$ cat src/rtl/as_sequencer.sv
// Fetch/decode/sequence controller for the as processor: owns pc, IR and the FETCH/EXEC/HALT machine.
// Optional single-step mode (step port plus STEP state) is enabled by defining AS_SEQ_STEP_EN.
module as_sequencer #(
   parameter int unsigned n    = 8,
   parameter int unsigned PC_W = 8
) (
   input  logic            clk,
   input  logic            n_reset,
`ifdef AS_SEQ_STEP_EN
   input  logic            step,
`endif
   output logic [PC_W-1:0] imem_addr,
   output logic            imem_req,
   input  logic            imem_valid,
   input  logic [15:0]     imem_data,
   input  logic            z,
   output logic [1:0]      rd_addr,
   output logic [1:0]      rs_addr,
   output logic [n-1:0]    immediate,
   output logic            reg_we,
   output logic            add_a_sel,
   output logic            add_b_sel,
   output logic            acc_en,
   output logic            acc_add,
   output logic            in_en,
   output logic            halted
);

   localparam logic [3:0] OP_NOP  = 4'h0;
   localparam logic [3:0] OP_ADDI = 4'h1;
   localparam logic [3:0] OP_MAC  = 4'h2;
   localparam logic [3:0] OP_IN   = 4'h3;
   localparam logic [3:0] OP_ACCL = 4'h4;
   localparam logic [3:0] OP_ACCI = 4'h5;
   localparam logic [3:0] OP_BSW  = 4'h6;
   localparam logic [3:0] OP_JMP  = 4'h7;
   localparam logic [3:0] OP_HALT = 4'hF;

   typedef enum logic [1:0] {
      S_FETCH = 2'd0,
      S_EXEC  = 2'd1,
      S_HALT  = 2'd2,
      S_STEP  = 2'd3
   } state_t;

   state_t            state_q, state_d;
   logic [PC_W-1:0]   pc_q, pc_d;
   logic [15:0]       ir_q, ir_d;

   logic [3:0]        op;
   logic [PC_W-1:0]   target;
   logic [n-1:0]      imm_ext;
   logic              branch;

   assign op     = ir_q[15:12];
   assign target = ir_q[PC_W+3:4];
   assign branch = (op == OP_JMP) || ((op == OP_BSW) && z);

   // The 8-bit immediate field is sign-extended to wide datapaths, truncated to narrow ones.
   if (n > 8) begin : g_imm_sext
      assign imm_ext = {{(n-8){ir_q[7]}}, ir_q[7:0]};
   end else begin : g_imm_trunc
      assign imm_ext = ir_q[n-1:0];
   end

   always_comb begin
      state_d = state_q;
      pc_d    = pc_q;
      ir_d    = ir_q;
      case (state_q)
         S_FETCH: begin
            if (imem_valid) begin
               ir_d    = imem_data;
               state_d = S_EXEC;
            end
         end
         S_EXEC: begin
            pc_d = branch ? target : pc_q + PC_W'(1);
            if (op == OP_HALT) begin
               state_d = S_HALT;
            end else begin
`ifdef AS_SEQ_STEP_EN
               state_d = S_STEP;
`else
               state_d = S_FETCH;
`endif
            end
         end
         S_HALT: begin
            state_d = S_HALT;
         end
         S_STEP: begin
`ifdef AS_SEQ_STEP_EN
            if (step) state_d = S_FETCH;
`else
            state_d = S_FETCH;
`endif
         end
         default: state_d = S_FETCH;
      endcase
   end

   always_ff @(posedge clk or negedge n_reset) begin
      if (!n_reset) begin
         state_q <= S_FETCH;
         pc_q    <= '0;
         ir_q    <= '0;
      end else begin
         state_q <= state_d;
         pc_q    <= pc_d;
         ir_q    <= ir_d;
      end
   end

   assign imem_addr = pc_q;
   assign imem_req  = (state_q == S_FETCH);
   assign halted    = (state_q == S_HALT);
   assign rd_addr   = ir_q[11:10];
   assign rs_addr   = ir_q[9:8];
   // BSW drives the constant 1 so the adder sees {n{SW8}}+1 and z mirrors SW[8].
   assign immediate = (op == OP_BSW) ? n'(1) : imm_ext;

   // Strobes decode straight from IR and are gated to the single EXEC cycle.
   always_comb begin
      reg_we    = 1'b0;
      add_a_sel = 1'b0;
      add_b_sel = 1'b0;
      acc_en    = 1'b0;
      acc_add   = 1'b0;
      in_en     = 1'b0;
      if (state_q == S_EXEC) begin
         case (op)
            OP_ADDI: begin
               add_b_sel = 1'b1;
               reg_we    = 1'b1;
            end
            OP_MAC: begin
               reg_we    = 1'b1;
            end
            OP_IN: begin
               in_en     = 1'b1;
               reg_we    = 1'b1;
            end
            OP_ACCL: begin
               add_b_sel = 1'b1;
               acc_en    = 1'b1;
            end
            OP_ACCI: begin
               acc_add   = 1'b1;
               add_b_sel = 1'b1;
               acc_en    = 1'b1;
            end
            OP_BSW: begin
               add_a_sel = 1'b1;
               add_b_sel = 1'b1;
            end
            OP_NOP, OP_JMP, OP_HALT: ;
            default: ;
         endcase
      end
   end

endmodule

$ cat config.mk
export PLATFORM = sky130hd
export DESIGN_NAME = as_sequencer
export DESIGN_NICKNAME = d
export VERILOG_FILES = /design/src/rtl/as_sequencer.sv
export SDC_FILE = /design/constraint.sdc
export NUM_CORES = 1
export LEC_CHECK = 0
export BUFFER_PORTS_ARGS = -buffer_cell sky130_fd_sc_hd__buf_2
export CORE_MARGIN = 5
export CORE_UTILIZATION = 35
export CTS_BUF_LIST = sky130_fd_sc_hd__clkbuf_8
export CTS_CLUSTER_DIAMETER = 60
export DETAILED_ROUTE_END_ITERATION = 7
export GPL_TIMING_DRIVEN = 0
export PLACE_DENSITY = 0.66
export REMOVE_ABC_BUFFERS = 1
export SKIP_LAST_GASP = 1
export SYNTH_ARGS = -nofsm -noshare
export SYNTH_HDL_FRONTEND = slang
export SYNTH_SLANG_ARGS = --single-unit
$ cat constraint.sdc
create_clock -name clk -period 1.9 [get_ports clk]
set_input_delay 0.19 -clock clk [delete_from_list [all_inputs] [get_ports clk]]
set_output_delay 0.19 -clock clk [all_outputs]
set_load 0.02 [all_outputs]
==> impl_metrics.json <==
{
  "tightest_slew_ns": 0.778,
  "ys_ff_latch": 26,
  "syn_to_final_growth_pct": 22.8,
  "viasPerCell": 4.98,
  "clk_pin_slew_ns": 0.09,
  "finalCritPeriodShare": 0.923,
  "crit_chain": "nor2_1, and2_1, mux2_2",
  "wl_per_cell_microns": 13.7,
  "regArea_sq_um": 651,
  "portBuffers": 47,
  "die-area_sq_um": 5200,
  "synth_cell_types": 32,
  "netlist_instances": 125,
  "cts_buffers": 3,
  "arrival_ns": 1.91,
  "fillCellCount": 355,
  "dr_total_vias": 1066,
  "path_buf_inv": 0,
  "root_buffer": "clkbuf_8",
  "ctsLongestPathBuffers": 2,
  "initial_core_util": 0.366,
  "finalCriticalPeriod_ns": 1.75,
  "fin_nets": 188,
  "ys_seq_area_frac": 0.482,
  "cts_max_level": 1,
  "slew_headroom": 0.481,
  "setup_violations": 0,
  "drt-initial-drc-count": 32,
  "fin_ws_ns": 0.147,
  "grt_antenna_before_repair": 0,
  "yosys.area.top_type_share": 0.482,
  "max_cap_violations": 0,
  "ys_warn_count": 0,
  "postCtsSetupBuffers": 0,
  "die_x_microns": 72.1,
  "critical_path_class": "reg -> reg",
  "min_path_type": "in -> reg",
  "drive_gt1_frac": 0.452,
  "fin_setup_tns_ns": 0,
  "gp_congestion": 0.791,
  "max_stage_delay_ns": 0.65,
  "drc_errors": 0,
  "tritoncts": "yes",
  "insertion_delay_ns": 0.26,
  "slew_viol_final": 0,
  "grt_overflow_total": 0,
  "cp-start-kind": "flip-flop",
  "row_count": 22,
  "status": "finished clean",
  "finalClockSkew_ns": 0.00354,
  "grt_max_degree": 27,
  "io_pins": 48,
  "hpwl_mm": 2.21,
  "p_leak_nw": 0.782,
  "yosys-top-cells-area": "dfrtp_1 48%, mux2_2 13%, mux2i_1 4.4%",
  "ir_drop_uv": 730,
  "die_y_microns": 72.1,
  "first_pass_iters": 4,
  "cts_sinks": 26,
  "core_sq_um": 3690,
  "syn_area_sq_um": 1350,
  "mostFrequentLayoutCells": "47 x buf_2, 26 x dfrtp_1, 15 x mux2_2",
  "diodes": 0,
  "multi_input_area_sq_um": 636,
  "end_kind": "flip-flop",
  "dpl_worst_slack_ns": 0.117,
  "crit_slowest_cell": "and2_1",
  "required_ns": 2.05,
  "cp_max_fo": 18,
  "clock.fmax_ghz": 0.570,
  "grt_setup_unrepaired": "no",
  "crit_family": "simple AND/OR/NAND/NOR gates",
  "p_per_area_nw_per_um2": 1360,
  "avgSynthCellArea_sq_um": 10.8,
  "ant_nets": 0,
  "grt_pass1_wl_mm": 5.04,
  "grtUsageTotal": 0.117,
  "hold_viol": 0,
  "final_common_cell": "buf_2",
  "grt_pass1_vias": 1101,
  "post-synth-top-area-cell": "dfrtp_1",
  "routed_wl_mm": 2.93
}
## Yosys cell counts
library cell  instances
a21oi_1               2
a21oi_2               3
a22oi_1               2
a2bb2oi_1             3
a31oi_1               1
and2_1                2
and3_1                2
and4_1                1
buf_2                 3
buf_4                 5
buf_6                 1
clkbuf_1              2
dfrtp_1              26
ha_1                  1
inv_1                 3
mux2_2               15
mux2i_1               6
nand2_1              10
nand2_2               1
nand2b_1              1
nand3_1               6
nor2_1                4
nor2b_1               9
nor3_1                3
nor4_1                4
nor4b_1               1
o21ai_0               3
o21bai_1              1
o22a_1                1
o311ai_0              1
or2_2                 1
or3_4                 1
## sequential cells by signal, indices dropped and copies added, names as in the netlist, named ones only
name       count
ir_q          16
imem_addr      8
state_q        1
## worst paths after layout
path	slack, ns	end	startpoint	cells after the start
setup / recovery	0.15	ir_q[12]	state_q[0]	3
hold / removal	0.13	ir_q[13]	imem_data[13]	3
setup reg to reg	0.15	ir_q[12]	state_q[0]	3
hold reg to reg	0.51	ir_q[3]	ir_q[3]	1
max in group asynchronous	1.06	imem_addr[0]	n_reset	2
min in group asynchronous	0.45	ir_q[1]	n_reset	2
## per-layer routing
layer  part of all wire  track usage
met5                  0            0
met4             0.0055       0.0251
met3              0.042       0.0180
met2               0.49        0.201
met1               0.46        0.156
## cells by family (layout without fill, tap and decap cells)
| group | Yosys count | in the layout | share of synthesized area |
|---|---|---|---|
| compound gates | 17 | 17 | 0.0918 |
| mux | 21 | 21 | 0.170 |
| fa+ha+maj | 1 | 1 | 0.00927 |
| flops | 26 | 26 | 0.482 |
| simple gates | 46 | 46 | 0.186 |
| buf+inv | 14 | 55 | 0.0612 |
## worst register-to-register path: stages (launching register included)
cell and delay [ns]:
dfrtp_1 0.44, nor2_1 0.14, and2_1 0.65, mux2_2 0.42
## where the power goes
group	switching (mW)	internal, mW
sequential	0.204	0.734
combinational	0.551	0.407
clock	0.170	0.185
total	0.925	1.33
## layout make-up
cell class	instances	share of cell area
sequential	26	0.392
multi-input combinational	85	0.383
timing repair buffer	48	0.148
tap	48	0.0362
clock buffer	4	0.0332
inverter	3	0.00679
## what timing repair did
action | CTS | global route
endpoints found under the hold margin | 26 | 0
endpoints found under the setup margin | 10 | 2
hold buffers | 1 | 0
gates resized for setup | 2 | 2
## through the flow
stage | hold WS (ns) | power [mW] | cells | instance area, sq um | utilization
after floorplan | -0.106 | 1.57 | 114 | 1280 | -
after global placement | 0.219 | 1.87 | 209 | 1570 | 0.427
after detailed placement | 0.226 | 1.90 | 209 | 1570 | 0.427
after CTS | 0.130 | 2.26 | 214 | 1650 | 0.446
after global routing | 0.144 | 2.41 | 214 | 1660 | 0.449
final | 0.129 | 2.25 | 214 | 1660 | 0.449
Note: power is estimated with default switching activity, not from simulation.
